File: src/rtl/adder_pkg.sv
// Shared constants and helpers for the pipelined adder family.
// Mode encoding for the in_sub flag and the segment-width calculation.
package adder_pkg;

  localparam logic MODE_ADD = 1'b0;
  localparam logic MODE_SUB = 1'b1;

  function automatic int seg_width(input int width, input int stages);
    return width / stages;
  endfunction

endpackage

File: src/rtl/adder_1bit.sv
// Single-bit full adder cell; the ripple building block of adder_seg.
module adder_1bit (
  input  logic a_i,
  input  logic b_i,
  input  logic cin_i,
  output logic sum_o,
  output logic cout_o
);

  assign sum_o  = a_i ^ b_i ^ cin_i;
  assign cout_o = (a_i & b_i) | (cin_i & (a_i ^ b_i));

endmodule

File: src/rtl/adder_seg.sv
// Combinational SEG-bit ripple segment built from adder_1bit cells.
// One instance per pipeline stage; carries in and out through cin_i/cout_o.
module adder_seg #(
  parameter int SEG = 3
) (
  input  logic [SEG-1:0] a_i,
  input  logic [SEG-1:0] b_i,
  input  logic           cin_i,
  output logic [SEG-1:0] sum_o,
  output logic           cout_o
);

  logic [SEG:0] carry;

  assign carry[0] = cin_i;

  for (genvar i = 0; i < SEG; i++) begin : g_bit
    adder_1bit u_bit (
      .a_i   (a_i[i]),
      .b_i   (b_i[i]),
      .cin_i (carry[i]),
      .sum_o (sum_o[i]),
      .cout_o(carry[i+1])
    );
  end

  assign cout_o = carry[SEG];

endmodule

File: src/rtl/adder_pipe.sv
// Pipelined WIDTH-bit add/subtract split into STAGES ripple segments with valid/ready flow.
// Optional saturating output when ADDER_PIPE_SAT_EN is defined.
module adder_pipe
  import adder_pkg::*;
#(
  parameter int WIDTH  = 9,
  parameter int STAGES = 3
) (
  input  logic             clk,
  input  logic             rst,
  input  logic             in_valid,
  output logic             in_ready,
  input  logic [WIDTH-1:0] in_a,
  input  logic [WIDTH-1:0] in_b,
  input  logic             in_sub,
  output logic             out_valid,
  input  logic             out_ready,
  output logic [WIDTH:0]   out_sum
);

  localparam int SEG  = seg_width(WIDTH, STAGES);
  localparam int LAST = STAGES - 1;

  if (WIDTH < 2 || STAGES < 1 || STAGES > WIDTH || (WIDTH % STAGES) != 0) begin : g_bad_params
    $error("adder_pipe: WIDTH must be >= 2 and divisible by STAGES in 1..WIDTH");
  end

  // Handshake: a beat moves on a rising edge when valid && ready on the same side.
  // The whole pipe shares one enable, so a stalled output freezes every stage.
  logic              advance;
  logic [STAGES-1:0] v_d, v_q;
  logic [STAGES-1:0] sub_d, sub_q;
  logic [STAGES-1:0] c_in, c_d, c_q;
  logic [WIDTH-1:0]  a_d   [STAGES];
  logic [WIDTH-1:0]  a_q   [STAGES];
  logic [WIDTH-1:0]  b_d   [STAGES];
  logic [WIDTH-1:0]  b_q   [STAGES];
  logic [WIDTH-1:0]  res_in[STAGES];
  logic [WIDTH-1:0]  res_d [STAGES];
  logic [WIDTH-1:0]  res_q [STAGES];

  assign advance   = !v_q[LAST] || out_ready;
  assign in_ready  = advance;
  assign out_valid = v_q[LAST];

  for (genvar k = 0; k < STAGES; k++) begin : g_stage
    logic [SEG-1:0] seg_sum;

    if (k == 0) begin : g_head
      // Subtract is A + ~B + 1: invert B once here, carry-in comes from the mode flag.
      assign v_d[k]    = in_valid;
      assign a_d[k]    = in_a;
      assign b_d[k]    = in_b ^ {WIDTH{in_sub == MODE_SUB}};
      assign sub_d[k]  = in_sub;
      assign c_in[k]   = (in_sub == MODE_SUB);
      assign res_in[k] = '0;
    end else begin : g_body
      assign v_d[k]    = v_q[k-1];
      assign a_d[k]    = a_q[k-1];
      assign b_d[k]    = b_q[k-1];
      assign sub_d[k]  = sub_q[k-1];
      assign c_in[k]   = c_q[k-1];
      assign res_in[k] = res_q[k-1];
    end

    adder_seg #(
      .SEG(SEG)
    ) u_seg (
      .a_i   (a_d[k][k*SEG +: SEG]),
      .b_i   (b_d[k][k*SEG +: SEG]),
      .cin_i (c_in[k]),
      .sum_o (seg_sum),
      .cout_o(c_d[k])
    );

    // Upper result bits are still zero at this point, so OR-ing places the new segment.
    assign res_d[k] = res_in[k] | (WIDTH'(seg_sum) << (k * SEG));
  end

  always_ff @(posedge clk or posedge rst) begin
    if (rst) begin
      v_q   <= '0;
      sub_q <= '0;
      c_q   <= '0;
      for (int k = 0; k < STAGES; k++) begin
        a_q[k]   <= '0;
        b_q[k]   <= '0;
        res_q[k] <= '0;
      end
    end else if (advance) begin
      v_q   <= v_d;
      sub_q <= sub_d;
      c_q   <= c_d;
      for (int k = 0; k < STAGES; k++) begin
        a_q[k]   <= a_d[k];
        b_q[k]   <= b_d[k];
        res_q[k] <= res_d[k];
      end
    end
  end

  // Top bit is carry for add and borrow (inverted carry) for subtract.
  logic top_flag;
  assign top_flag = (sub_q[LAST] == MODE_SUB) ? ~c_q[LAST] : c_q[LAST];

`ifdef ADDER_PIPE_SAT_EN
  always_comb begin
    out_sum = {1'b0, res_q[LAST]};
    if (top_flag) begin
      out_sum = (sub_q[LAST] == MODE_SUB) ? {1'b1, {WIDTH{1'b0}}} : {1'b1, {WIDTH{1'b1}}};
    end
  end
`else
  assign out_sum = {top_flag, res_q[LAST]};
`endif

endmodule

File: config.mk
export PLATFORM = sky130hd
export DESIGN_NAME = adder_pipe
export DESIGN_NICKNAME = d
export VERILOG_FILES = /design/src/rtl/adder_pkg.sv /design/src/rtl/adder_1bit.sv /design/src/rtl/adder_seg.sv /design/src/rtl/adder_pipe.sv
export SDC_FILE = /design/constraint.sdc
export NUM_CORES = 1
export LEC_CHECK = 0
export BUFFER_PORTS_ARGS = -buffer_cell sky130_fd_sc_hd__buf_2
export CAP_MARGIN = 10
export CORE_MARGIN = 8
export CORE_UTILIZATION = 50
export CTS_BUF_LIST = sky130_fd_sc_hd__clkbuf_8
export DETAILED_ROUTE_END_ITERATION = 12
export GPL_ROUTABILITY_DRIVEN = 1
export PLACE_DENSITY = 0.72
export SKIP_CTS_REPAIR_TIMING = 1
export SKIP_LAST_GASP = 1
export SYNTH_ARGS = -nofsm -noshare
export SYNTH_HDL_FRONTEND = slang
export SYNTH_HIERARCHICAL = 1
export SYNTH_SLANG_ARGS = --single-unit
File: constraint.sdc
create_clock -name clk -period 4 [get_ports clk]
set_clock_uncertainty 0.15 [all_clocks]
set_input_delay 0.4 -clock clk [delete_from_list [all_inputs] [get_ports clk]]
set_output_delay 0.4 -clock clk [all_outputs]
set_load 0.005 [all_outputs]
# == Word level (Yosys, flattened, before mapping) ==
# Cells that the tools add are included.
# totals
inputBits,23
regBits,66
output_inout_bits,12
wordCells,62
# op_classes
reduce_logical,2
n_mux,1
bitwise,49
# ops
op,count
$and A1 B1 Y1,18
$xor A1 B1 Y1,18
$or A1 B1 Y1,9
$or A9 B9 Y9,1
$xor A9 B9 Y9,1
$or A3 B6 Y6,1
$logic_not A1 Y1,1
$logic_or A1 B1 Y1,1
$mux W1,1
$not A1 Y1,1

# == Logic depth before layout (Yosys ltp) ==
# depth
word_depth,8
ltp_mapped,6
depth_no_buf,5

# == Modules after synthesis ==
# The synthesis kept the hierarchy.
# modules_own_cells
mod,seq_area_each_um2,area_per_inst_um2,cells_per_inst,instances
adder_pipe,1126.1,1988.2,109,1
adder_1bit,0.0,20.0,1,9

# == Worst setup path before layout ==
# No wires, ideal clock.
# synth_path
kind,input -> register
from,input in_sub
to,register res_q (netlist bit res_in[11])
t_arrival_ns,2.228
slack_ns,1.496
n_path_buf,1
required_time_ns,3.725
setup_time_ns,0.125
path_stages,6
path_cell_list,buf_2 > xor2_1 > fa_1 > fa_1 > fa_1 > mux2_4
# synth_lines
item,line,source
from (decl),adder_pipe.sv:15,"input logic in_sub,"
"to (signal, indexed assignment)",adder_pipe.sv:97,res_q[k] <= res_d[k];
to (decl),adder_pipe.sv:40,logic [WIDTH-1:0] res_q [STAGES];

==> out/qor.yml <==
status: "completed"
syn-cell-area_um2: 2170
r2r-start: "a_d[6]$_DFFE_PP0P_"
startpoint_type: "input pin"
core_area_um2: 4260
root_buffer: "clkbuf_8"
synthesis.instances: 118
grt_pass1_vias: 1166
synth_top_cell_by_area: "dfrtp_1"
place_congestion: 0.712
cap_viol_max_count: 0
period_share_pct: 58.3
period_needed_ns: 2.33
placed_cell_area_um2: 2300
p_sw_uw: 438
power_density_nw_per_um2: 672
avgViaCountPerCell: 4.86
htreeDepth: 2
slew_headroom_pct: 45.9
multi_input_area_um2: 926
nNetsFinal: 185
seq_area_um2: 1130
drive_above_1_share_pct: 57.1
rr_endpoint: "out_sum[8]$_DFFE_PP0P_"
num_vias: 1001
clk_latency_ns: 0.30
hold_ws_ns: 0.0733
overflow: 0
drc_errors: 0
fin_area_um2: 2420
start_util_pct: 50.9
seqPwrFrac_pct: 45.0
setup_viol_count_final: 0
clock_path_buffers: 2
grt_max_degree: 47
dp_hpwl_um: 2390
ys_warn_count: 6
grt_use_total_pct: 11.4
ir_worst_vdd_mv: 0.277
synth_cell_types: 11
fin_tns_setup_ns: 0
cts_made_buffers: 5
timing.critical_path.fanout_max: 11
p_leak_uw: 0.00119
final_common_cell: "dfrtp_1"
areaGrowthSynthToFinish_pct: 11.5
syn-num-nets: 150
cts_sinks: 45
synth_top_cells_by_area: "dfrtp_1, mux2_4, fa_1, buf_12, xor2_1"
antenna_found_initial: 0
tightest_slew_ns: 0.811
grt_pass1_wl_um: 5780
path_clk_slew_ns: 0.09
hold_viol: 0
hp-class: "in -> async"
synth_top_area_share_pct: 51.9
mostFrequentLayoutCells: "dfrtp_1, mux2_4, buf_2"
required_ns: 4.04
finalWorstSetupSlack_ns: 1.67
cts_tree: "built"
rows: 24
dr.first_iter.drc_count: 72
avgRoutedWirePerCell_um: 16.8
worst-setup-path-type: "in -> reg"
ant_nets: 0
rr_worst_depth: 4
die_area_um2: 6700
die-height_um: 81.9
ys_ff_latch: 45
crit_path_end_kind: "flip-flop"
dr.pass1.iters: 4
num_antenna_cells: 0
fill_cells: 345
drt-total-wl_um: 3450
rsz0062_at_grt: "false"
fin_util_pct: 56.7
syn_area_per_cell_um2: 18.4
comb_power_share_pct: 33.1
fmax_ghz: 0.428
die_w_um: 81.9
ys_seq_area_share_pct: 51.9
io_buffers: 34
io_pins: 35
slew_violations: 0
sw_frac_of_total_pct: 27.0
power_frac_clock_pct: 21.9
internal_power_uw: 1190
r2r_slack_ns: 1.77
arrival_ns: 2.37
place_ws_ns: 1.33
==> final cells by class <==
class	count	share of cell area, %
clock inverters	2	1.55
multi-input cells	65	38.3
inverters	1	0.155
repair buffers	35	7.35
flip-flops and latches	45	46.6
well taps	52	2.69
clock buffers	6	3.41
==> metrics by stage <==
| step | total power (uW) | instances |
|---|---|---|
| global route | 1740 | 206 |
| CTS | 1650 | 206 |
| detailed placement | 1290 | 198 |
| floorplan | 1180 | 118 |
| global placement | 1260 | 198 |
| finish | 1620 | 206 |
==> critical path, cell delays in order <==
cell and delay [ns]:
buf_2 0.27, xor2_1 0.15, fa_1 0.43, fa_1 0.40
fa_1 0.45, mux2_4 0.27
==> registers in the layout (all words and copies together), names as in the netlist <==
name,count
sub_q,3
res_in,9
out_sum,9
c_q,3
a_d,9
b_d,9
v_q,3
==> synthesized netlist by cell type, drive strengths merged <==
master  number
mux2        44
nand2b       2
fa           9
buf          7
xor2        10
inv          1
dfrtp       45
==> cell families (layout without fill, tap and decap cells) <==
| kind of cell | Yosys count | count (layout) | synth area share [%] |
|---|---|---|---|
| muxes | 44 | 44 | 29.4 |
| adders and majority gates | 9 | 9 | 8.31 |
| xor gates and xnor gates | 10 | 10 | 4.04 |
| and+or+nand+nor | 2 | 2 | 0.923 |
| buffers and inverters | 8 | 44 | 5.37 |
| DFF | 45 | 45 | 51.9 |
==> power groups by stage <==
stage	logic [uW]	clock network, uW	registers (uW)
after floorplan	457	0	720
after global placement	532	0	730
after detailed placement	551	0	739
after CTS	553	364	733
after global routing	600	384	753
final	538	356	731
==> how the worst max path moves through the flow <==
| stage | to | slack, ns | start | cells after the start |
|---|---|---|---|---|
| final | res_in[11]$_DFFE_PP0P_ | 1.67 | in_sub | 6 |
| after global routing | res_in[11]$_DFFE_PP0P_ | 1.60 | in_sub | 6 |
| after CTS | res_in[11]$_DFFE_PP0P_ | 1.66 | in_sub | 6 |
| after detailed placement | res_in[11]$_DFFE_PP0P_ | 1.33 | in_sub | 6 |
| after global placement | res_in[11]$_DFFE_PP0P_ | 1.44 | in_sub | 6 |
| after floorplan | res_in[11]$_DFFE_PP0P_ | 1.50 | in_sub | 6 |
==> layer usage <==
metal / part of all wire [%] / track usage, % / up-vias
li1: - / - / 462
met1: 44 / 14.2 / 513
met2: 49 / 17.5 / 20
met3: 6.4 / 4.70 / 6
met4: 1.1 / 3.68 / 0
met5: 0 / 0 / -
Power figures use the tool's default switching activity.
